[config.mk]
export PLATFORM = sky130hd
export DESIGN_NAME = mesi_isc_broad_req_arb
export DESIGN_NICKNAME = d
export VERILOG_FILES = /design/src/rtl/mesi_isc_broad_req_arb.sv
export SDC_FILE = /design/constraint.sdc
export NUM_CORES = 1
export LEC_CHECK = 0
export CAP_MARGIN = 25
export CELL_PAD_IN_SITES_DETAIL_PLACEMENT = 1
export CELL_PAD_IN_SITES_GLOBAL_PLACEMENT = 2
export CORE_MARGIN = 1.5
export CORE_UTILIZATION = 21
export DETAILED_ROUTE_END_ITERATION = 8
export GPL_ROUTABILITY_DRIVEN = 0
export PLACE_DENSITY = 0.87
export SYNTH_ARGS = -nofsm -noshare
export SYNTH_HDL_FRONTEND = slang
export SYNTH_SLANG_ARGS = --single-unit
[constraint.sdc]
create_clock -name clk -period 2.88 [get_ports clk]
set_input_delay 0.576 -clock clk [delete_from_list [all_inputs] [get_ports clk]]
set_output_delay 0.576 -clock clk [all_outputs]
set_load 0.01 [all_outputs]
[src/rtl/mesi_isc_broad_req_arb.sv]
// Round-robin arbiter that funnels four CPU broadcast requests into the single
// broadcast-FIFO write port, tagging each push with a wrapping broadcast ID.
module mesi_isc_broad_req_arb #(
  parameter int ADDR_WIDTH               = 32,
  parameter int BROAD_TYPE_WIDTH         = 2,
  parameter int BROAD_ID_WIDTH           = 5,
  parameter int BROAD_REQ_FIFO_SIZE      = 4,
  parameter int BROAD_REQ_FIFO_SIZE_LOG2 = 2
) (
  input  logic                                  clk,
  input  logic                                  rst,
  input  logic [3:0]                            req_array_i,
  input  logic [4*ADDR_WIDTH-1:0]               addr_array_i,
  input  logic [4*BROAD_TYPE_WIDTH-1:0]         type_array_i,
  input  logic                                  broad_fifo_rd_i,
  input  logic                                  fifo_status_full_i,
  output logic [3:0]                            ack_array_o,
  output logic                                  broad_fifo_wr_o,
  output logic [ADDR_WIDTH-1:0]                 broad_addr_o,
  output logic [BROAD_TYPE_WIDTH-1:0]           broad_type_o,
  output logic [1:0]                            broad_cpu_id_o,
  output logic [BROAD_ID_WIDTH-1:0]             broad_id_o,
  output logic [BROAD_REQ_FIFO_SIZE_LOG2:0]     occupancy_o,
  output logic                                  underflow_o
);

  localparam int OCC_W = BROAD_REQ_FIFO_SIZE_LOG2 + 1;

  logic [3:0]                eligible_p0;
  logic                      pop_ok_p0;
  logic                      underflow_hit_p0;
  logic [OCC_W:0]            occ_eff_p0;
  logic                      grant_p0;
  logic [1:0]                winner_p0;
  logic [1:0]                last_grant;
  logic [BROAD_ID_WIDTH-1:0] id_cnt;

  // First eligible requester after the last winner, wrapping through all four.
  function automatic logic [1:0] rr_pick(input logic [3:0] elig, input logic [1:0] last);
    logic [1:0] idx;
    logic       found;
    rr_pick = last;
    found   = 1'b0;
    for (int k = 1; k <= 4; k++) begin
      idx = last + 2'(k);
      if (!found && elig[idx]) begin
        rr_pick = idx;
        found   = 1'b1;
      end
    end
  endfunction

  // Stage p0: eligibility, credit check and winner selection
  always_comb begin
    eligible_p0      = req_array_i & ~ack_array_o;
    pop_ok_p0        = broad_fifo_rd_i & ((occupancy_o != '0) | broad_fifo_wr_o);
    underflow_hit_p0 = broad_fifo_rd_i & (occupancy_o == '0) & ~broad_fifo_wr_o;
    occ_eff_p0       = {1'b0, occupancy_o} + (OCC_W+1)'(broad_fifo_wr_o)
                       - (OCC_W+1)'(pop_ok_p0);
    grant_p0         = (eligible_p0 != 4'b0000)
                       && (occ_eff_p0 < (OCC_W+1)'(BROAD_REQ_FIFO_SIZE))
                       && !(fifo_status_full_i && !broad_fifo_rd_i);
    winner_p0        = rr_pick(eligible_p0, last_grant);
  end

  // Stage p1: registered push, ack and credit counter
  always_ff @(posedge clk) begin
    if (!rst) begin
      ack_array_o     <= '0;
      broad_fifo_wr_o <= 1'b0;
      broad_addr_o    <= '0;
      broad_type_o    <= '0;
      broad_cpu_id_o  <= '0;
      broad_id_o      <= '0;
      occupancy_o     <= '0;
      underflow_o     <= 1'b0;
      id_cnt          <= '0;
      last_grant      <= 2'd3;
    end else begin
      broad_fifo_wr_o <= grant_p0;
      ack_array_o     <= grant_p0 ? (4'b0001 << winner_p0) : 4'b0000;
      if (grant_p0) begin
        broad_addr_o   <= addr_array_i[int'(winner_p0)*ADDR_WIDTH +: ADDR_WIDTH];
        broad_type_o   <= type_array_i[int'(winner_p0)*BROAD_TYPE_WIDTH +: BROAD_TYPE_WIDTH];
        broad_cpu_id_o <= winner_p0;
        broad_id_o     <= id_cnt;
        id_cnt         <= id_cnt + 1'b1;
        last_grant     <= winner_p0;
      end
      occupancy_o <= occ_eff_p0[OCC_W-1:0];
      if (underflow_hit_p0) begin
        underflow_o <= 1'b1;
      end
    end
  end

endmodule

* After elaboration in Yosys (flattened, before gate mapping) *
Cells that the tools add are included.

storage, ports and cells
  register bits = 57
  input port bits = 144
  output and inout bits = 50
  word-level logic and storage cells = 61

operators by class
  order comparisons = 5
  reduce and logical (&&, ||, !) cells = 15
  mux-type cells = 15
  add/sub/neg operators = 6
  bitwise operators = 7
  shifts and indexed selects = 3

operator list
  operator                                            count
  indexed part select 128 x 8 -> 32 bit               1
  < comparator 2 x 3 -> 1 bit, second input constant  4
  binary-select mux 1 bit (select 2 bit)              4
  2-to-1 mux 2 bit                                    4
  indexed part select 8 x 4 -> 2 bit                  1
  2-to-1 mux 1 bit                                    7
  logical AND 1 bit                                   6
  adder 5 x 1 -> 5 bit, second input constant         1
  logical NOT 1 bit                                   5
  adder 2 bit, second input constant                  2
  adder 3 x 1 -> 4 bit                                1
  AND 4 bit                                           1
  < comparator 4 x 3 -> 1 bit, second input constant  1
  inverter 4 bit                                      1
  nonzero test 4 bit                                  1
  << shifter 1 x 2 -> 4 bit, first input constant     1
  subtractor 4 x 1 -> 4 bit                           1
  AND 1 bit                                           3
  logical NOT 3 bit                                   1
  nonzero test 3 bit                                  1
  adder 2 x 1 -> 2 bit, second input constant         1
  AND reduction 2 bit                                 1
  inverter 1 bit                                      1
  OR 1 bit                                            1

* Logic depth before layout (Yosys ltp) *
Gate-level depths: netlist (run 1).

  depth after elaboration = 15
  mapped depth = 12

* Least setup slack after synthesis (run 1) *
OpenSTA, ideal clock, no wires.

  path type = register -> register
  start = register broad_fifo_wr_o
  end = register broad_addr_o[21]
  stages on the path, launching flop included = 13
  setup slack = -44 ps
  library setup time = 134 ps
  period minus slack after synthesis = 2924 ps
  path buffers = 2
  data arrival time = 2790 ps
  cells stage by stage = dfxtp_1 > nor4_1 > nor2b_1 > ha_1 > inv_1 > ha_1 > fa_1 > xor2_1 > a311o_1 > buf_2 > buf_2 > a311oi_2 > a311oi_1

between the ends
  word-level cells in the longest chain between the ends = 6

RTL lines
  what                                                          line  source
  start: declaration                                            18    output logic broad_fifo_wr_o,
  start signal: assignment                                      80    broad_fifo_wr_o <= grant_p0;
  branches (longest 2 deep; another with adder 3 x 1 -> 4 bit)  --
  subtractor 4 x 1 -> 4 bit *                                   59    - (OCC_W+1)'(pop_ok_p0);
  < comparator 4 x 3 -> 1 bit *                                 61    && (occ_eff_p0 < (OCC_W+1)'(BROAD_REQ_FIFO_SIZE))
  logical AND 1 bit *                                           61
  logical AND 1 bit *                                           62    && !(fifo_status_full_i && !broad_fifo_rd_i);
  end signal: assignment                                        83    broad_addr_o <= addr_array_i[int'(winner_p0)*ADDR_WIDTH +: ADDR_WIDTH];
  end: declaration                                              19    output logic [ADDR_WIDTH-1:0] broad_addr_o,

Mark *: on every way between the ends.
A chain may end at the register's enable or synchronous reset.

* Final worst setup path (run 1) *
  start = register broad_fifo_wr_o
  end = register broad_addr_o[4]

The elaborated chain is that of the path after synthesis.

==> results.json, run 1 <==
{
  "dpl_worst_slack_ns": -0.5807,
  "avgRoutedWirePerCell_um": 19.37,
  "antenna_violations_before_repair": 1,
  "placement.io_buffers": 193,
  "clk_root_buffer_cell": "sky130_fd_sc_hd__clkbuf_16",
  "main_synth_ff_type": "sky130_fd_sc_hd__dfxtp_1",
  "final_cell_area_sq_um": 7750,
  "vdd_ir_drop_max_uv": 528.3,
  "slew_viol_final": 0,
  "final_layout_size_suffix_gt1_frac": 0.1944,
  "leakagePower_nw": 2.908,
  "dp_cells": 1038,
  "wirelength_um": 20590,
  "critical_path_start_end_classification": "reg -> reg",
  "worst_skew_pair.late_latency_ns": 0.34,
  "tritoncts_buffer_count": 9,
  "worstPathArrival_ns": 3.19,
  "p_total_mw": 8.054,
  "htreeDepth": 3,
  "grtUsageTotal": 0.1794,
  "row_count": 53,
  "failing_checks": "setup timing",
  "yosys_register_bits": 57,
  "global_route.overflow_total": 0,
  "clk_transition_reported_paths_ns": 0.06,
  "synth_sequential_area_ratio": 0.2517,
  "syn_avg_cell_area_sq_um": 7.672,
  "ys_async_sr_fraction": 0,
  "yosysTopAreaCell": "sky130_fd_sc_hd__dfxtp_1",
  "synthesis.area_sq_um": 4534,
  "grt_pass1_wl_um": 30880,
  "max_cap_viol_count": 0,
  "startpoint_type": "flop",
  "netlist_instances": 591,
  "yosysTopAreaCellShare": 0.2517,
  "dp_hpwl_um": 14740,
  "timing.setup.tns_ns": -0.8939,
  "finalCoreUtilization": 0.3675,
  "layout_setup_ws_ns": -0.06709,
  "max-clock-path-buffers": 2,
  "fp.dieArea_sq_um": 22480,
  "ant_nets": 0,
  "routed_via_density": 5.026,
  "synth_edf_count": 0,
  "synth_nets": 741,
  "layoutNonFillerInstCount": 1063,
  "tritoncts": "done",
  "area_delta_synth_final_pct": 70.92,
  "power_density_nw_per_um2": 1039,
  "nNetsFinal": 932,
  "yosys_warnings": 0,
  "grt_max_degree": 41,
  "worst_hold_slack_ns": 0.4807,
  "synth_cell_type_count": 47,
  "number_of_global_route_vias_before_repair": 5654,
  "io_pins": 194,
  "clock_sinks": 57,
  "worst-slew-pin-transition_ns": 0.5601,
  "outcome": "finished with violations",
  "post_dp_cell_area_sq_um": 7052,
  "worst_ep_required_time_ns": 3.13,
  "highest_clock_rate_ghz": 0.3393,
  "worst-path-max-fanout": 7,
  "timing.critical_path.to_type": "flop",
  "report.final.setup_viol": 32,
  "drt_iter0_markers": 166,
  "synth.top_cells.by_area": "sky130_fd_sc_hd__dfxtp_1 25%, sky130_fd_sc_hd__nand2_1 11%, sky130_fd_sc_hd__a311oi_2 8.9%",
  "clock_skew_ns": 0.007935,
  "final_min_period_over_clock_period": 1.023,
  "drc": 0,
  "final_period_minus_worst_setup_slack_ns": 2.947,
  "coreArea_sq_um": 21090,
  "vertical_die_dimension_um": 149.9,
  "tightest_hold_check_type": "reg -> reg",
  "floorplan.initialDensity": 0.2150,
  "grt_setup_unrepaired": "true",
  "slew-limit-headroom": 0.6248,
  "timing_hold_violations_final": 0,
  "drt_pre_antenna_iters": 4,
  "num_vias": 5343,
  "die_width_um": 149.9
}
[final timing paths]
kind / start / cells after the start / endpoint / slack (ns)
worst min register to register: underflow_o / 2 / underflow_o / 0.48
worst max-delay path: broad_fifo_wr_o / 14 / broad_addr_o[4] / -0.07
worst min-delay path: underflow_o / 2 / underflow_o / 0.48
worst max register to register: broad_fifo_wr_o / 14 / broad_addr_o[4] / -0.07
[per-layer routing]
metal	vias to the layer above	global-route usage	share of wire
met5	-	0	0
met1	2587	0.2217	0.44
met4	0	0.07451	0.021
met3	30	0.03110	0.047
met2	158	0.3055	0.50
li1	2568	-	-
[cells in the mapped netlist, drive strengths merged (4+ instances only)]
master and number:
ha 5, o21ai 10, nor3 4, nor2 36, inv 9, a21oi 49
clkbuf 34, and3 36, o31ai 36, a311oi 69, buf 29, and2 4
mux2i 35, nand3 11, dfxtp 57, nand2 137, nand2b 5
[flip-flops by register name (all words and copies together), names as in the netlist]
signal and flops:
id_cnt 5, ack_array_o 4, broad_fifo_wr_o 1, underflow_o 1, occupancy_o 3, broad_id_o 5
broad_type_o 2, last_grant 2, broad_cpu_id_o 2, broad_addr_o 32
[cell type report]
type | instances | area, sq um
clock inverter | 7 | 95.09
timing repair buffer | 243 | 2582
multi-input combinational | 462 | 3322
antenna | 1 | 2.502
fill | 2440 | 13340
sequential | 57 | 1145
inverter | 9 | 33.78
tap | 275 | 344.1
clock buffer | 9 | 225.2
[worst max-delay path, stage by stage (launching register included)]
cell	delay, ns
sky130_fd_sc_hd__dfxtp_2	0.33
sky130_fd_sc_hd__nor4_4	0.28
sky130_fd_sc_hd__nor2b_1	0.08
sky130_fd_sc_hd__ha_1	0.29
sky130_fd_sc_hd__inv_2	0.05
sky130_fd_sc_hd__ha_4	0.16
sky130_fd_sc_hd__fa_2	0.36
sky130_fd_sc_hd__xor2_2	0.17
sky130_fd_sc_hd__buf_4	0.15
sky130_fd_sc_hd__a311oi_4	0.28
sky130_fd_sc_hd__buf_6	0.18
sky130_fd_sc_hd__buf_12	0.12
sky130_fd_sc_hd__buf_12	0.12
sky130_fd_sc_hd__a21oi_1	0.06
sky130_fd_sc_hd__a311oi_1	0.19
[timing repair]
item	CTS	global route
pin swaps	18	36
endpoints found under the hold margin	0	0
gates cloned	1	1
setup endpoints to repair	53	53
hold buffers	0	0
gates resized for setup	13	48
buffers inserted	5	2
[where the power goes]
group	switching (mW)	total, mW	internal, mW
clock	0.421	1.18	0.757
sequential	0.142	1.13	0.993
combinational	3.09	5.74	2.65
[layout by cell type (no fill, tap or decap), types with 4 or more instances in the layout]
master,count
sky130_fd_sc_hd__a21oi_1,31
sky130_fd_sc_hd__a21oi_2,14
sky130_fd_sc_hd__a21oi_4,4
sky130_fd_sc_hd__a311oi_1,37
sky130_fd_sc_hd__a311oi_2,31
sky130_fd_sc_hd__and3_1,36
sky130_fd_sc_hd__buf_12,18
sky130_fd_sc_hd__buf_4,25
sky130_fd_sc_hd__clkbuf_16,10
sky130_fd_sc_hd__clkdlybuf4s50_1,192
sky130_fd_sc_hd__dfxtp_1,54
sky130_fd_sc_hd__ha_1,4
sky130_fd_sc_hd__inv_1,5
sky130_fd_sc_hd__inv_2,4
sky130_fd_sc_hd__mux2i_1,35
sky130_fd_sc_hd__nand2_1,137
sky130_fd_sc_hd__nand3_1,5
sky130_fd_sc_hd__nand3_4,4
sky130_fd_sc_hd__nor2_1,36
sky130_fd_sc_hd__nor3_2,4
sky130_fd_sc_hd__o21ai_0,8
sky130_fd_sc_hd__o31ai_1,34
[cells by family after synthesis]
logic type / share of synthesized area
simple gates: 0.2426
compound gates: 0.3281
buf+inv: 0.07644
flops: 0.2517
mux: 0.07726
fa+ha+maj: 0.01821
xor+xnor: 0.005796
(Power assumes the default switching activity.)
==> run 2: changes to the inputs <==
- CTS_CLUSTER_SIZE: unset -> 16
- MAX_ROUTING_LAYER: unset -> met4
==> results.json, run 2 (synthesized netlist as in run 1, its figures left out) <==
{
  "antenna_violations_before_repair": 1,
  "largest_register_ffs": 32,
  "worst-path-max-fanout": 7,
  "grt_pass1_wl_um": 30830,
  "timing.setup.tns_ns": -0.9348,
  "vertical_die_dimension_um": 149.9,
  "nNetsFinal": 932,
  "drc": 0,
  "p_total_mw": 8.051,
  "worst_ep_required_time_ns": 3.12,
  "highest_clock_rate_ghz": 0.3398,
  "vdd_ir_drop_max_uv": 531.9,
  "largest_regs": "broad_addr_o (32), broad_id_o (5), id_cnt (5)",
  "share_clk_of_total_power": 0.146,
  "failing_checks": "setup timing",
  "report.final.setup_viol": 31,
  "clk_transition_reported_paths_ns": 0.06,
  "clock_sinks": 57,
  "dp_cells": 1038,
  "placement.io_buffers": 193,
  "tightest_hold_check_type": "reg -> reg",
  "critical_path_start_end_classification": "reg -> reg",
  "ff2ff_setup_slack_ns": -0.06,
  "switching_share": 0.4533,
  "slew-limit-headroom": 0.6293,
  "avgRoutedWirePerCell_um": 19.36,
  "area_delta_synth_final_pct": 70.92,
  "final_period_minus_worst_setup_slack_ns": 2.943,
  "worst_skew_pair.late_latency_ns": 0.34,
  "dp_hpwl_um": 14740,
  "hold_path_depth": 2,
  "worst-slew-pin-transition_ns": 0.5533,
  "num_vias": 5320,
  "drt_iter0_markers": 182,
  "clock_skew_ns": 0.008834,
  "io_pins": 194,
  "most-common-layout-cells": "192 x sky130_fd_sc_hd__clkdlybuf4s50_1, 137 x sky130_fd_sc_hd__nand2_1, 54 x sky130_fd_sc_hd__dfxtp_1, 37 x sky130_fd_sc_hd__a311oi_1",
  "row_count": 53,
  "min_from": "underflow_o",
  "max_cap_viol_count": 0,
  "die_width_um": 149.9,
  "postCtsHoldBufs": 0,
  "tritoncts_buffer_count": 9,
  "rr_startpoint": "broad_fifo_wr_o",
  "htreeDepth": 3,
  "grtUsageTotal": 0.1843,
  "routed_via_density": 5.005,
  "grt_setup_unrepaired": "true",
  "power_frac_comb": 0.713,
  "internal_pwr_total_mw": 4.401,
  "timing.critical_path.to_type": "flop",
  "layoutNonFillerInstCount": 1063,
  "startpoint_type": "flop",
  "fp.dieArea_sq_um": 22480,
  "floorplan.initialDensity": 0.2150,
  "leakagePower_nw": 2.908,
  "ant_nets": 0,
  "p_sw_mw": 3.650,
  "coreArea_sq_um": 21090,
  "timing.reg2reg.worst_path_depth": 14,
  "layout_setup_ws_ns": -0.06278,
  "grt_max_degree": 41,
  "final_cell_area_sq_um": 7750,
  "slew_viol_final": 0,
  "power_density_nw_per_um2": 1039,
  "dpl_worst_slack_ns": -0.5807,
  "fill_cells": 2440,
  "tritoncts": "done",
  "number_of_global_route_vias_before_repair": 5663,
  "final_min_period_over_clock_period": 1.022,
  "layout_commonest_cell": "sky130_fd_sc_hd__clkdlybuf4s50_1",
  "outcome": "finished with violations",
  "wirelength_um": 20580,
  "clk_root_buffer_cell": "sky130_fd_sc_hd__clkbuf_16",
  "drt_pre_antenna_iters": 6,
  "registers.top_by_ff_count": "broad_addr_o",
  "timing.rr.end": "broad_addr_o[24]",
  "post_dp_cell_area_sq_um": 7052,
  "final_layout_size_suffix_gt1_frac": 0.1944,
  "min_delay_worst_endpoint": "underflow_o",
  "global_route.overflow_total": 0,
  "max-clock-path-buffers": 2,
  "seq_power_share": 0.141,
  "worstPathArrival_ns": 3.19,
  "timing_hold_violations_final": 0
}
[run 2: cell counts in the layout (fill, tap and decap cells not counted)]
No cell type changed its count.
[run 2: worst max-delay path, stage by stage, from the launching register on]
cell and delay, ns:
sky130_fd_sc_hd__dfxtp_2 0.33, sky130_fd_sc_hd__nor4_4 0.28, sky130_fd_sc_hd__nor2b_1 0.08, sky130_fd_sc_hd__ha_1 0.29, sky130_fd_sc_hd__inv_2 0.05, sky130_fd_sc_hd__ha_4 0.16, sky130_fd_sc_hd__fa_2 0.36, sky130_fd_sc_hd__xor2_2 0.17
sky130_fd_sc_hd__buf_4 0.15, sky130_fd_sc_hd__a311oi_4 0.28, sky130_fd_sc_hd__buf_6 0.18, sky130_fd_sc_hd__buf_12 0.12, sky130_fd_sc_hd__buf_12 0.12, sky130_fd_sc_hd__a21oi_1 0.07, sky130_fd_sc_hd__a311oi_1 0.18
[run 2: worst max path at each step]
stage,startpoint,to,cells after the start
after global placement,broad_fifo_rd_i,broad_addr_o[28],12
after global routing,broad_fifo_wr_o,broad_addr_o[27],14
after CTS,occupancy_o[2],broad_addr_o[25],14
after detailed placement,broad_fifo_rd_i,broad_addr_o[26],13
after floorplan,broad_fifo_wr_o,broad_addr_o[0],12
final,broad_fifo_wr_o,broad_addr_o[24],14
[run 2: power groups by stage]
stage	Combinational (mW)	Clock, mW	Sequential, mW
final	5.74	1.18	1.13
after global routing	6.14	1.25	1.16
after detailed placement	4.95	0	1.13
after CTS	5.31	1.21	1.13
after global placement	4.82	0	1.13
after floorplan	2.82	0	1.18
[run 2: what timing repair did]
action,CTS,global route
pin swaps,18,36
setup buffers,5,2
gates cloned,1,1
setup endpoints to repair,53,53
resized for setup,13,48
[run 2: final cells by class]
cell class	count	area [sq um]	share of cell area
clock inverters	7	95.09	0.01227
diodes	1	2.502	0.0003229
repair buffers	243	2582	0.3332
multi-input cells	462	3322	0.4286
clock buffers	9	225.2	0.02906
well taps	275	344.1	0.04440
flip-flops and latches	57	1145	0.1477
inverters	9	33.78	0.004359
[run 2: routing by layer]
| layer | track usage | vias up | wire [um] |
|---|---|---|---|
| met5 | - | - | 0 |
| li1 | - | 2570 | - |
| met1 | 0.2210 | 2560 | 8989 |
| met4 | 0.07451 | 0 | 528 |
| met3 | 0.02988 | 33 | 972 |
| met2 | 0.3064 | 157 | 10090 |
[run 2: per-stage QoR]
step	util	hold slack, ns
after floorplan	-	0.4519
final	0.3675	0.4789
after global routing	0.3675	0.4994
after detailed placement	0.3344	0.4803
after global placement	0.3344	0.4548
after CTS	0.3560	0.4886
